$ cat src/rtl/multicycle_control_unit_if.sv
// Control-unit handshake bundle: opcode and memory-ready inputs,
// datapath selects, strobes and trap status outputs.
interface multicycle_control_unit_if #(
   parameter int OP_W     = 5,
   parameter int ALU_OP_W = 2
);
   logic [OP_W-1:0]     instr_op;
   logic                imem_ready;
   logic                dmem_ready;
   logic                branch_taken;
   logic                imem_req;
   logic                ir_write;
   logic                pc_write;
   logic [1:0]          pc_src;
   logic                dmem_req;
   logic                mem_write;
   logic [1:0]          alu_src_a;
   logic [1:0]          alu_src_b;
   logic [ALU_OP_W-1:0] alu_op;
   logic                reg_write;
   logic [1:0]          wb_sel;
   logic                instr_done;
   logic                trap;
   logic [1:0]          trap_cause;
   logic [2:0]          state;

   modport master (
      input  instr_op, imem_ready, dmem_ready, branch_taken,
      output imem_req, ir_write, pc_write, pc_src, dmem_req, mem_write,
             alu_src_a, alu_src_b, alu_op, reg_write, wb_sel,
             instr_done, trap, trap_cause, state
   );

   modport slave (
      output instr_op, imem_ready, dmem_ready, branch_taken,
      input  imem_req, ir_write, pc_write, pc_src, dmem_req, mem_write,
             alu_src_a, alu_src_b, alu_op, reg_write, wb_sel,
             instr_done, trap, trap_cause, state
   );
endinterface

$ cat src/rtl/multicycle_control_unit.sv
// RV32I multi-cycle control FSM: fetch/decode/execute/memory/writeback sequencing
// against wait-state memories, with timeout detection and a sticky trap state.
module multicycle_control_unit #(
   parameter int OP_W           = 5,
   parameter int ALU_OP_W       = 2,
   parameter int MEM_TIMEOUT    = 15,
   parameter int SUPPORT_CUSTOM = 0
) (
   input  logic clk,
   input  logic rst,
   multicycle_control_unit_if.master bus
);
   localparam int CNT_W = (MEM_TIMEOUT > 1) ? $clog2(MEM_TIMEOUT + 1) : 1;

   localparam logic [OP_W-1:0] OPC_LOAD    = OP_W'(5'b00000);
   localparam logic [OP_W-1:0] OPC_CUSTOM0 = OP_W'(5'b00010);
   localparam logic [OP_W-1:0] OPC_OP_IMM  = OP_W'(5'b00100);
   localparam logic [OP_W-1:0] OPC_AUIPC   = OP_W'(5'b00101);
   localparam logic [OP_W-1:0] OPC_STORE   = OP_W'(5'b01000);
   localparam logic [OP_W-1:0] OPC_OP      = OP_W'(5'b01100);
   localparam logic [OP_W-1:0] OPC_LUI     = OP_W'(5'b01101);
   localparam logic [OP_W-1:0] OPC_BRANCH  = OP_W'(5'b11000);
   localparam logic [OP_W-1:0] OPC_JALR    = OP_W'(5'b11001);
   localparam logic [OP_W-1:0] OPC_JAL     = OP_W'(5'b11011);
   localparam logic [OP_W-1:0] OPC_SYSTEM  = OP_W'(5'b11100);

   localparam logic [ALU_OP_W-1:0] ALU_ADD = ALU_OP_W'(2'b00);
   localparam logic [ALU_OP_W-1:0] ALU_BR  = ALU_OP_W'(2'b01);
   localparam logic [ALU_OP_W-1:0] ALU_R   = ALU_OP_W'(2'b10);
   localparam logic [ALU_OP_W-1:0] ALU_I   = ALU_OP_W'(2'b11);

   localparam logic [1:0] CAUSE_ILLEGAL = 2'b01;
   localparam logic [1:0] CAUSE_TIMEOUT = 2'b10;
   localparam logic [1:0] CAUSE_SYSTEM  = 2'b11;

   typedef enum logic [2:0] {
      S_FETCH  = 3'd0,
      S_DECODE = 3'd1,
      S_EXEC   = 3'd2,
      S_MEM    = 3'd3,
      S_WB     = 3'd4,
      S_TRAP   = 3'd5
   } state_t;

   state_t              state_reg, state_next;
   logic [OP_W-1:0]     op_reg, op_next;
   logic [CNT_W-1:0]    cnt_reg, cnt_next;
   logic [1:0]          cause_reg, cause_next;
   logic                timeout_hit;
   logic [CNT_W-1:0]    cnt_inc;
   logic [1:0]          ex_src_a, ex_src_b;
   logic [ALU_OP_W-1:0] ex_alu_op;

   function automatic logic op_executes(input logic [OP_W-1:0] op);
      case (op)
         OPC_LOAD, OPC_STORE, OPC_BRANCH, OPC_JALR, OPC_JAL,
         OPC_OP_IMM, OPC_OP, OPC_AUIPC, OPC_LUI: return 1'b1;
         OPC_CUSTOM0: return (SUPPORT_CUSTOM != 0);
         default: return 1'b0;
      endcase
   endfunction

   // Counter holds the number of wait cycles already spent; saturates when timeout is disabled.
   assign timeout_hit = (MEM_TIMEOUT > 0) && (cnt_reg == CNT_W'(MEM_TIMEOUT));
   assign cnt_inc     = (cnt_reg == {CNT_W{1'b1}}) ? cnt_reg : cnt_reg + CNT_W'(1);

   always_ff @(posedge clk or posedge rst) begin
      if (rst) begin
         state_reg <= S_FETCH;
         op_reg    <= '0;
         cnt_reg   <= '0;
         cause_reg <= 2'b00;
      end else begin
         state_reg <= state_next;
         op_reg    <= op_next;
         cnt_reg   <= cnt_next;
         cause_reg <= cause_next;
      end
   end

   // Any transition clears the wait counter, so it restarts on every entry to FETCH or MEM.
   always_comb begin
      state_next = state_reg;
      op_next    = op_reg;
      cnt_next   = '0;
      cause_next = cause_reg;
      case (state_reg)
         S_FETCH: begin
            if (bus.imem_ready) begin
               state_next = S_DECODE;
            end else if (timeout_hit) begin
               state_next = S_TRAP;
               cause_next = CAUSE_TIMEOUT;
            end else begin
               cnt_next = cnt_inc;
            end
         end
         S_DECODE: begin
            op_next = bus.instr_op;
            if (op_executes(bus.instr_op)) begin
               state_next = S_EXEC;
            end else begin
               state_next = S_TRAP;
               cause_next = (bus.instr_op == OPC_SYSTEM) ? CAUSE_SYSTEM : CAUSE_ILLEGAL;
            end
         end
         S_EXEC: begin
            case (op_reg)
               OPC_LOAD, OPC_STORE:           state_next = S_MEM;
               OPC_BRANCH, OPC_JAL, OPC_JALR: state_next = S_FETCH;
               default:                       state_next = S_WB;
            endcase
         end
         S_MEM: begin
            if (bus.dmem_ready) begin
               state_next = (op_reg == OPC_LOAD) ? S_WB : S_FETCH;
            end else if (timeout_hit) begin
               state_next = S_TRAP;
               cause_next = CAUSE_TIMEOUT;
            end else begin
               cnt_next = cnt_inc;
            end
         end
         S_WB:    state_next = S_FETCH;
         S_TRAP:  state_next = S_TRAP;
         default: state_next = S_FETCH;
      endcase
   end

   // ALU operand/op selection for the latched opcode; WB reuses it so the result stays stable.
   always_comb begin
      ex_src_a  = 2'b00;
      ex_src_b  = 2'b00;
      ex_alu_op = ALU_ADD;
      case (op_reg)
         OPC_BRANCH: ex_alu_op = ALU_BR;
         OPC_JAL, OPC_AUIPC: begin
            ex_src_a = 2'b01;
            ex_src_b = 2'b01;
         end
         OPC_JALR, OPC_LOAD, OPC_STORE: ex_src_b = 2'b01;
         OPC_OP, OPC_CUSTOM0: ex_alu_op = ALU_R;
         OPC_OP_IMM: begin
            ex_src_b  = 2'b01;
            ex_alu_op = ALU_I;
         end
         OPC_LUI: begin
            ex_src_a = 2'b10;
            ex_src_b = 2'b01;
         end
         default: ;
      endcase
   end

   always_comb begin
      bus.imem_req   = 1'b0;
      bus.ir_write   = 1'b0;
      bus.pc_write   = 1'b0;
      bus.pc_src     = 2'b00;
      bus.dmem_req   = 1'b0;
      bus.mem_write  = 1'b0;
      bus.alu_src_a  = 2'b00;
      bus.alu_src_b  = 2'b00;
      bus.alu_op     = ALU_ADD;
      bus.reg_write  = 1'b0;
      bus.wb_sel     = 2'b00;
      bus.instr_done = 1'b0;
      bus.trap       = 1'b0;
      bus.trap_cause = 2'b00;
      bus.state      = 3'd0;
      if (!rst) begin
         bus.state      = state_reg;
         bus.trap_cause = cause_reg;
         case (state_reg)
            S_FETCH: begin
               bus.imem_req  = 1'b1;
               bus.alu_src_a = 2'b01;
               bus.alu_src_b = 2'b10;
               bus.ir_write  = bus.imem_ready;
               bus.pc_write  = bus.imem_ready;
            end
            S_DECODE: begin
               // Branch target pc+imm is formed here while the compare runs in EXEC.
               bus.alu_src_a = 2'b01;
               bus.alu_src_b = 2'b01;
            end
            S_EXEC: begin
               bus.alu_src_a = ex_src_a;
               bus.alu_src_b = ex_src_b;
               bus.alu_op    = ex_alu_op;
               case (op_reg)
                  OPC_BRANCH: begin
                     bus.pc_src     = 2'b01;
                     bus.pc_write   = bus.branch_taken;
                     bus.instr_done = 1'b1;
                  end
                  OPC_JAL, OPC_JALR: begin
                     bus.pc_src     = (op_reg == OPC_JALR) ? 2'b10 : 2'b01;
                     bus.pc_write   = 1'b1;
                     bus.reg_write  = 1'b1;
                     bus.wb_sel     = 2'b10;
                     bus.instr_done = 1'b1;
                  end
                  default: ;
               endcase
            end
            S_MEM: begin
               bus.dmem_req   = 1'b1;
               bus.mem_write  = (op_reg == OPC_STORE);
               bus.instr_done = (op_reg == OPC_STORE) && bus.dmem_ready;
            end
            S_WB: begin
               bus.alu_src_a  = ex_src_a;
               bus.alu_src_b  = ex_src_b;
               bus.alu_op     = ex_alu_op;
               bus.reg_write  = 1'b1;
               bus.wb_sel     = (op_reg == OPC_LOAD) ? 2'b01 : 2'b00;
               bus.instr_done = 1'b1;
            end
            S_TRAP:  bus.trap = 1'b1;
            default: ;
         endcase
      end
   end
endmodule

$ cat src/flat_wrapper.sv
// flat-port wrapper written by rule: the top's interface ports become plain ports
module multicycle_control_unit_flat 
#(
   parameter int OP_W           = 5,
   parameter int ALU_OP_W       = 2,
   parameter int MEM_TIMEOUT    = 15,
   parameter int SUPPORT_CUSTOM = 0
)
  (clk, rst, bus_instr_op, bus_imem_ready, bus_dmem_ready, bus_branch_taken, bus_imem_req, bus_ir_write, bus_pc_write, bus_pc_src, bus_dmem_req, bus_mem_write, bus_alu_src_a, bus_alu_src_b, bus_alu_op, bus_reg_write, bus_wb_sel, bus_instr_done, bus_trap, bus_trap_cause, bus_state);
  multicycle_control_unit_if #(.OP_W(OP_W), .ALU_OP_W(ALU_OP_W)) bus_i ();
  input  logic clk;
  input  logic rst;
  input wire logic [$bits(bus_i.instr_op)-1:0] bus_instr_op;
  input wire logic [$bits(bus_i.imem_ready)-1:0] bus_imem_ready;
  input wire logic [$bits(bus_i.dmem_ready)-1:0] bus_dmem_ready;
  input wire logic [$bits(bus_i.branch_taken)-1:0] bus_branch_taken;
  output wire logic [$bits(bus_i.imem_req)-1:0] bus_imem_req;
  output wire logic [$bits(bus_i.ir_write)-1:0] bus_ir_write;
  output wire logic [$bits(bus_i.pc_write)-1:0] bus_pc_write;
  output wire logic [$bits(bus_i.pc_src)-1:0] bus_pc_src;
  output wire logic [$bits(bus_i.dmem_req)-1:0] bus_dmem_req;
  output wire logic [$bits(bus_i.mem_write)-1:0] bus_mem_write;
  output wire logic [$bits(bus_i.alu_src_a)-1:0] bus_alu_src_a;
  output wire logic [$bits(bus_i.alu_src_b)-1:0] bus_alu_src_b;
  output wire logic [$bits(bus_i.alu_op)-1:0] bus_alu_op;
  output wire logic [$bits(bus_i.reg_write)-1:0] bus_reg_write;
  output wire logic [$bits(bus_i.wb_sel)-1:0] bus_wb_sel;
  output wire logic [$bits(bus_i.instr_done)-1:0] bus_instr_done;
  output wire logic [$bits(bus_i.trap)-1:0] bus_trap;
  output wire logic [$bits(bus_i.trap_cause)-1:0] bus_trap_cause;
  output wire logic [$bits(bus_i.state)-1:0] bus_state;
  assign bus_i.instr_op = bus_instr_op;
  assign bus_i.imem_ready = bus_imem_ready;
  assign bus_i.dmem_ready = bus_dmem_ready;
  assign bus_i.branch_taken = bus_branch_taken;
  assign bus_imem_req = bus_i.imem_req;
  assign bus_ir_write = bus_i.ir_write;
  assign bus_pc_write = bus_i.pc_write;
  assign bus_pc_src = bus_i.pc_src;
  assign bus_dmem_req = bus_i.dmem_req;
  assign bus_mem_write = bus_i.mem_write;
  assign bus_alu_src_a = bus_i.alu_src_a;
  assign bus_alu_src_b = bus_i.alu_src_b;
  assign bus_alu_op = bus_i.alu_op;
  assign bus_reg_write = bus_i.reg_write;
  assign bus_wb_sel = bus_i.wb_sel;
  assign bus_instr_done = bus_i.instr_done;
  assign bus_trap = bus_i.trap;
  assign bus_trap_cause = bus_i.trap_cause;
  assign bus_state = bus_i.state;
  multicycle_control_unit #(.OP_W(OP_W), .ALU_OP_W(ALU_OP_W), .MEM_TIMEOUT(MEM_TIMEOUT), .SUPPORT_CUSTOM(SUPPORT_CUSTOM)) u_core (.clk(clk), .rst(rst), .bus(bus_i));
endmodule
$ cat config.mk
export PLATFORM = sky130hd
export DESIGN_NAME = multicycle_control_unit_flat
export DESIGN_NICKNAME = d
export VERILOG_FILES = /design/src/rtl/multicycle_control_unit_if.sv /design/src/rtl/multicycle_control_unit.sv /design/src/flat_wrapper.sv
export SDC_FILE = /design/constraint.sdc
export NUM_CORES = 1
export LEC_CHECK = 0
export BUFFER_PORTS_ARGS = -buffer_cell sky130_fd_sc_hd__buf_2
export CORE_MARGIN = 1
export CORE_UTILIZATION = 35
export DETAILED_ROUTE_END_ITERATION = 16
export HOLD_SLACK_MARGIN = 0.02
export PLACE_DENSITY_LB_ADDON = 0.05
export SYNTH_ARGS = -nofsm -noshare
export SYNTH_HDL_FRONTEND = slang
export SYNTH_SLANG_ARGS = --single-unit
$ cat constraint.sdc
create_clock -name clk -period 3.5 [get_ports clk]
set_clock_uncertainty 0.1 [all_clocks]
set_input_delay 0.525 -clock clk [delete_from_list [all_inputs] [get_ports clk]]
set_output_delay 0.525 -clock clk [all_outputs]
set_load 0.01 [all_outputs]
==> results of run 1 <==
[kinds of logic after synthesis]
logic type	after synthesis	synth area share
adders and majority gates	1	0.0110
AOI/OAI and AO/OA	34	0.208
buffers and inverters	22	0.0862
DFF	14	0.309
muxes	2	0.0199
xor gates and xnor gates	3	0.0232
and+or+nand+nor	73	0.343
[power groups by stage]
stage | registers [mW] | logic (mW) | clock network (mW)
after floorplan | 0.246 | 0.440 | 0
after global placement | 0.353 | 0.432 | 0
after detailed placement | 0.360 | 0.428 | 0
after CTS | 0.357 | 0.431 | 0.121
after global routing | 0.378 | 0.485 | 0.131
final | 0.360 | 0.429 | 0.118
[critical path: stages (launching register included)]
cell and delay [ns]:
dfrtp_1 0.51, or4_1 0.68, nor2_1 0.14, nand4_1 0.10, a21oi_1 0.18, buf_2 0.15
[synthesized netlist by cell type (2+ instances only)]
master / count / share of area
nor2_1: 18 / 0.060
nand3b_1: 3 / 0.020
o21bai_1: 2 / 0.013
nor3_1: 4 / 0.018
xor2_1: 2 / 0.015
a221oi_1: 4 / 0.031
nand3_1: 3 / 0.013
a21oi_1: 9 / 0.040
o32a_1: 2 / 0.018
inv_1: 10 / 0.033
dfrtp_1: 14 / 0.31
mux2_2: 2 / 0.020
clkbuf_1: 7 / 0.023
nand4_1: 2 / 0.011
o22ai_1: 2 / 0.011
buf_2: 3 / 0.013
and3_1: 3 / 0.017
and2_1: 6 / 0.033
nand2b_1: 5 / 0.028
nor2b_1: 7 / 0.039
nand2_1: 10 / 0.033
nor4_1: 4 / 0.022
o21ai_0: 6 / 0.027
or3_1: 4 / 0.022
[stage by stage]
stage | area [µm²] | std cells | utilization | hold slack (ns)
floorplan | 1130 | 149 | - | 0.349
global placement | 1290 | 214 | 0.424 | 0.368
detailed placement | 1290 | 214 | 0.424 | 0.385
CTS | 1330 | 218 | 0.436 | 0.259
global route | 1330 | 218 | 0.436 | 0.267
finish | 1330 | 218 | 0.436 | 0.261
[layout make-up]
class	count	area [µm²]
fill	344	1720
multi-input combinational	113	684
clock buffer	4	36.3
sequential	14	350
tap	44	55.1
inverter	10	37.5
timing repair buffer	33	168
[per-layer routing]
| layer | global-route usage | wire [µm] | part of all wire |
|---|---|---|---|
| met1 | 0.250 | 1510 | 0.52 |
| met2 | 0.276 | 1240 | 0.42 |
| met3 | 0.0330 | 126 | 0.043 |
| met4 | 0.0884 | 40 | 0.014 |
| met5 | 0 | 0 | 0 |
[worst min path at each step]
| stage | from | endpoint | slack, ns | depth (start not counted) |
|---|---|---|---|---|
| 5_1_grt | rst | u_core.cnt_reg[2] | 0.27 | 3 |
| 2_1_floorplan | u_core.cnt_reg[0] | u_core.cnt_reg[0] | 0.35 | 1 |
| 3_3_place_gp | u_core.cnt_reg[0] | u_core.cnt_reg[0] | 0.37 | 1 |
| 4_1_cts | rst | u_core.cnt_reg[2] | 0.26 | 3 |
| 6_report | rst | u_core.cnt_reg[2] | 0.26 | 3 |
| 3_5_place_dp | u_core.cnt_reg[0] | u_core.cnt_reg[0] | 0.39 | 1 |
==> impl_metrics.tcl, run 1 <==
set metrics [dict create \
    clockBufferDepth 2 \
    hold_viol_final 0 \
    viasPerCell 5.27 \
    cp-startpoint "u_core.op_reg[1]" \
    power.internal_uw 477 \
    dp_slack_ns 1.15 \
    synthArstFlopShare 1.00 \
    drt_first_iter_violations 73 \
    final_cell_mix "buf_2, nor2_1, dfrtp_1" \
    power.density_nw_per_um2 681 \
    setup.worst_path.class "reg2out" \
    grt_overflow 0 \
    ir_drop_uv 306 \
    ys_seq_area_frac 0.309 \
    hold_buffers 0 \
    arrival_ns 2.04 \
    hpwl_um 2220 \
    drt_first_pass_iters 4 \
    ys_warn_count 0 \
    clk_pin_slew_ns 0.09 \
    fp.coreArea_um2 3050 \
    r2r-end "u_core.cause_reg[0]" \
    cts_made_buffers 3 \
    drt-total-wl_um 2920 \
    netlist_area_um2 1130 \
    setup_ws_ns 0.835 \
    ys_ff_latch 14 \
    setup_viol 0 \
    drtAntennaViolNets 0 \
    drc 0 \
    p_comb_frac 0.473 \
    status "complete, no violations" \
    cts_root_buf "clkbuf_4" \
    ys_types 41 \
    syn-num-nets 160 \
    ctsHtreeMaxLevel 1 \
    fin_crit_sh 0.761 \
    r2r-start "u_core.state_reg[0]" \
    grt_pass1_vias 1037 \
    synthToLayoutAreaGrowth_pct 17.6 \
    power.share.clock 0.130 \
    postCtsSetupBuffers 0 \
    io_pins 33 \
    gp_congestion 0.812 \
    synth_edf_count 0 \
    dieArea_um2 3470 \
    cts_sinks 14 \
    start_util 0.371 \
    total_power_uw 907 \
    pwr-share-seq 0.397 \
    ff2ff_path_depth 4 \
    endpoint "bus_instr_done" \
    die_h_um 58.9 \
    p_switching_uw 430 \
    num_vias 1148 \
    nets 186 \
    dieWidth_um 58.9 \
    detail_route.wl_per_cell_um 13.4 \
    clk_latency_ns 0.28 \
    grt_max_degree 19 \
    synth-main-ff-cell "dfrtp_1" \
    grt_pass1_wl_um 4680 \
    rsz0062_at_grt "false" \
    track_usage 0.182 \
    layout-drive-gt1-share 0.241 \
    period_needed_ns 2.66 \
    fmax_mhz 375 \
    crit_fanout 11 \
    crit_path_end_kind "output port" \
    r2r_slack_ns 1.60 \
    syn_area_per_cell_um2 7.60 \
    drv_slew 0 \
    p_leak_nw 0.651 \
    worstHoldPathType "in2async" \
    postSynthCellCount 149 \
    relSlewSlack 0.664 \
    required_ns 2.87 \
    row_count 20 \
    tightest_slew_ns 0.504 \
    drv_cap 0 \
    largest_register_ffs 5 \
    setup_tns_ns 0 \
    cts_tree "yes" \
    antennaDiodeCount 0 \
    io_buffers 32 \
    antenna_found_initial 0 \
    ctsResizeCount 0 \
    layout_commonest_cell "buf_2" \
    worst_setup_path_start_kind "register" \
    switching_share 0.474 \
]
Power figures use the tool's default switching activity.
==> inputs of run 2 (changes only) <==
==> constraint.sdc (replaced) <==
create_clock -name clk -period 2.4 [get_ports clk]
set_clock_uncertainty 0.1 [all_clocks]
set_input_delay 0.36 -clock clk [delete_from_list [all_inputs] [get_ports clk]]
set_output_delay 0.36 -clock clk [all_outputs]
set_load 0.01 [all_outputs]
==> run 2 against run 1 <==
Effect of this change: wire length is 1.6% higher; sequential share of layout area decreased by 0.41 points; hold slack worse by 0.16 ns; critical path type unchanged; highest routed layer unchanged; design area rose by 3.8%.
==> impl_metrics.tcl, run 2 (synthesis results as in run 1) <==
set metrics [dict create \
    slowest_delay_ns 0.53 \
    critPathBufInv 1 \
    design_area_um2 1380 \
    place_inst 216 \
    track_usage 0.176 \
    clk_pin_slew_ns 0.09 \
    drc 0 \
    dieWidth_um 58.9 \
    io_pins 33 \
    synthToLayoutAreaGrowth_pct 22.0 \
    required_ns 1.94 \
    final_cell_mix "buf_2, nor2_1, inv_1, nand2_1" \
    drv_cap 0 \
    num_vias 1167 \
    grt_pass1_vias 986 \
    viasPerCell 5.26 \
    nets 190 \
    power.internal_uw 744 \
    status "complete, no violations" \
    pwr-share-seq 0.370 \
    drt_first_iter_violations 36 \
    power.share.clock 0.124 \
    arrival_ns 1.89 \
    ctsHtreeMaxLevel 1 \
    io_buffers 32 \
    grt_max_degree 19 \
    hpwl_um 2170 \
    worst_setup_path_start_kind "register" \
    antennaDiodeCount 0 \
    cts_root_buf "clkbuf_4" \
    fin_crit_sh 0.979 \
    hold_ws_ns 0.104 \
    crit_fanout 12 \
    grt_overflow 0 \
    layout_commonest_cell "buf_2" \
    fmax_mhz 426 \
    cts_tree "yes" \
    clockBufferDepth 2 \
    stdcell_count 222 \
    ir_drop_uv 629 \
    setup.worst_path.class "reg2out" \
    p_switching_uw 652 \
    crit_path_end_kind "output port" \
    switching_share 0.467 \
    row_count 20 \
    r2r-end "u_core.cause_reg[0]" \
    drtAntennaViolNets 0 \
    setup_ws_ns 0.0511 \
    gp_congestion 0.778 \
    r2r_slack_ns 0.48 \
    hold_viol_final 0 \
    ff2ff_path_depth 5 \
    start_util 0.371 \
    r2r-start "u_core.state_reg[1]" \
    die_h_um 58.9 \
    drv_slew 0 \
    relSlewSlack 0.728 \
    drt-total-wl_um 2970 \
    placed_area_um2 1310 \
    power.density_nw_per_um2 1010 \
    setup_viol 0 \
    antenna_found_initial 0 \
    tightest_slew_ns 0.409 \
    largest_register_ffs 5 \
    worstHoldPathType "in2async" \
    cts_sinks 14 \
    grt_pass1_wl_um 4570 \
    drt_first_pass_iters 4 \
    dp_slack_ns 0.289 \
    layout-drive-gt1-share 0.309 \
    clk_latency_ns 0.28 \
    n_fill_cell 330 \
    worst_path_max_delay_cell "or4_1" \
    detail_route.wl_per_cell_um 13.4 \
    p_leak_nw 0.665 \
    path_cells "or4_1 > nor2_1 > nand4_1 > a21oi_2 > buf_2" \
    p_comb_frac 0.505 \
    fp.coreArea_um2 3050 \
    cts_made_buffers 3 \
    dieArea_um2 3470 \
    hold_buffers 0 \
    period_needed_ns 2.35 \
    cp_top_family "simple AND/OR/NAND/NOR gates" \
]
run 2: cell count changes in the layout (fill, tap and decap cells not counted), sizes merged:
cell	delta
buf	+4
run 2: through the flow:
stage	total power [mW]	setup TNS, ns	util
after floorplan	1.00	0	-
after global placement	1.16	0	0.429
after detailed placement	1.16	0	0.429
after CTS	1.34	0	0.442
after global routing	1.52	-0.0182	0.452
final	1.40	0	0.452
run 2: worst min-delay path, stage by stage:
cell	delay [ns]
buf_2	0.18
inv_1	0.09
buf_4	0.22
run 2: what timing repair did:
item,4_1_cts,5_1_grt
resized for setup,2,8
endpoints found under the hold margin,0,0
buffers inserted,0,2
endpoints found under the setup margin,1,3
pin swaps,0,0
run 2: cell type report:
class | instances | area, µm² | share of cell area
repair buffers | 37 | 198 | 0.143
well taps | 44 | 55.1 | 0.0399
inverters | 10 | 37.5 | 0.0272
clock buffers | 4 | 36.3 | 0.0263
flip-flops and latches | 14 | 358 | 0.259
multi-input cells | 113 | 697 | 0.505
run 2: worst max path at each step:
| stage | cells after the start | slack (ns) | to | from |
|---|---|---|---|---|
| after floorplan | 4 | 0.37 | bus_pc_write | u_core.state_reg[2] |
| after global placement | 5 | 0.34 | bus_instr_done | u_core.op_reg[1] |
| after detailed placement | 5 | 0.29 | bus_instr_done | u_core.state_reg[2] |
| after CTS | 5 | 0.02 | bus_instr_done | u_core.op_reg[1] |
| after global routing | 5 | -0.02 | bus_instr_done | u_core.op_reg[0] |
| final | 5 | 0.05 | bus_instr_done | u_core.op_reg[0] |
run 2: metal layers:
metal | track usage | up-vias | part of all wire
met4 | 0.0612 | 0 | 0.012
met2 | 0.278 | 37 | 0.43
met1 | 0.244 | 539 | 0.51
li1 | - | 587 | -
met5 | 0 | - | 0
met3 | 0.0286 | 4 | 0.049
run 2: power by group through the flow:
stage / clock [mW] / combinational [mW] / sequential (mW)
6_report: 0.174 / 0.705 / 0.516
5_1_grt: 0.188 / 0.794 / 0.535
4_1_cts: 0.177 / 0.653 / 0.514
3_5_place_dp: 0 / 0.649 / 0.515
2_1_floorplan: 0 / 0.642 / 0.359
3_3_place_gp: 0 / 0.647 / 0.509
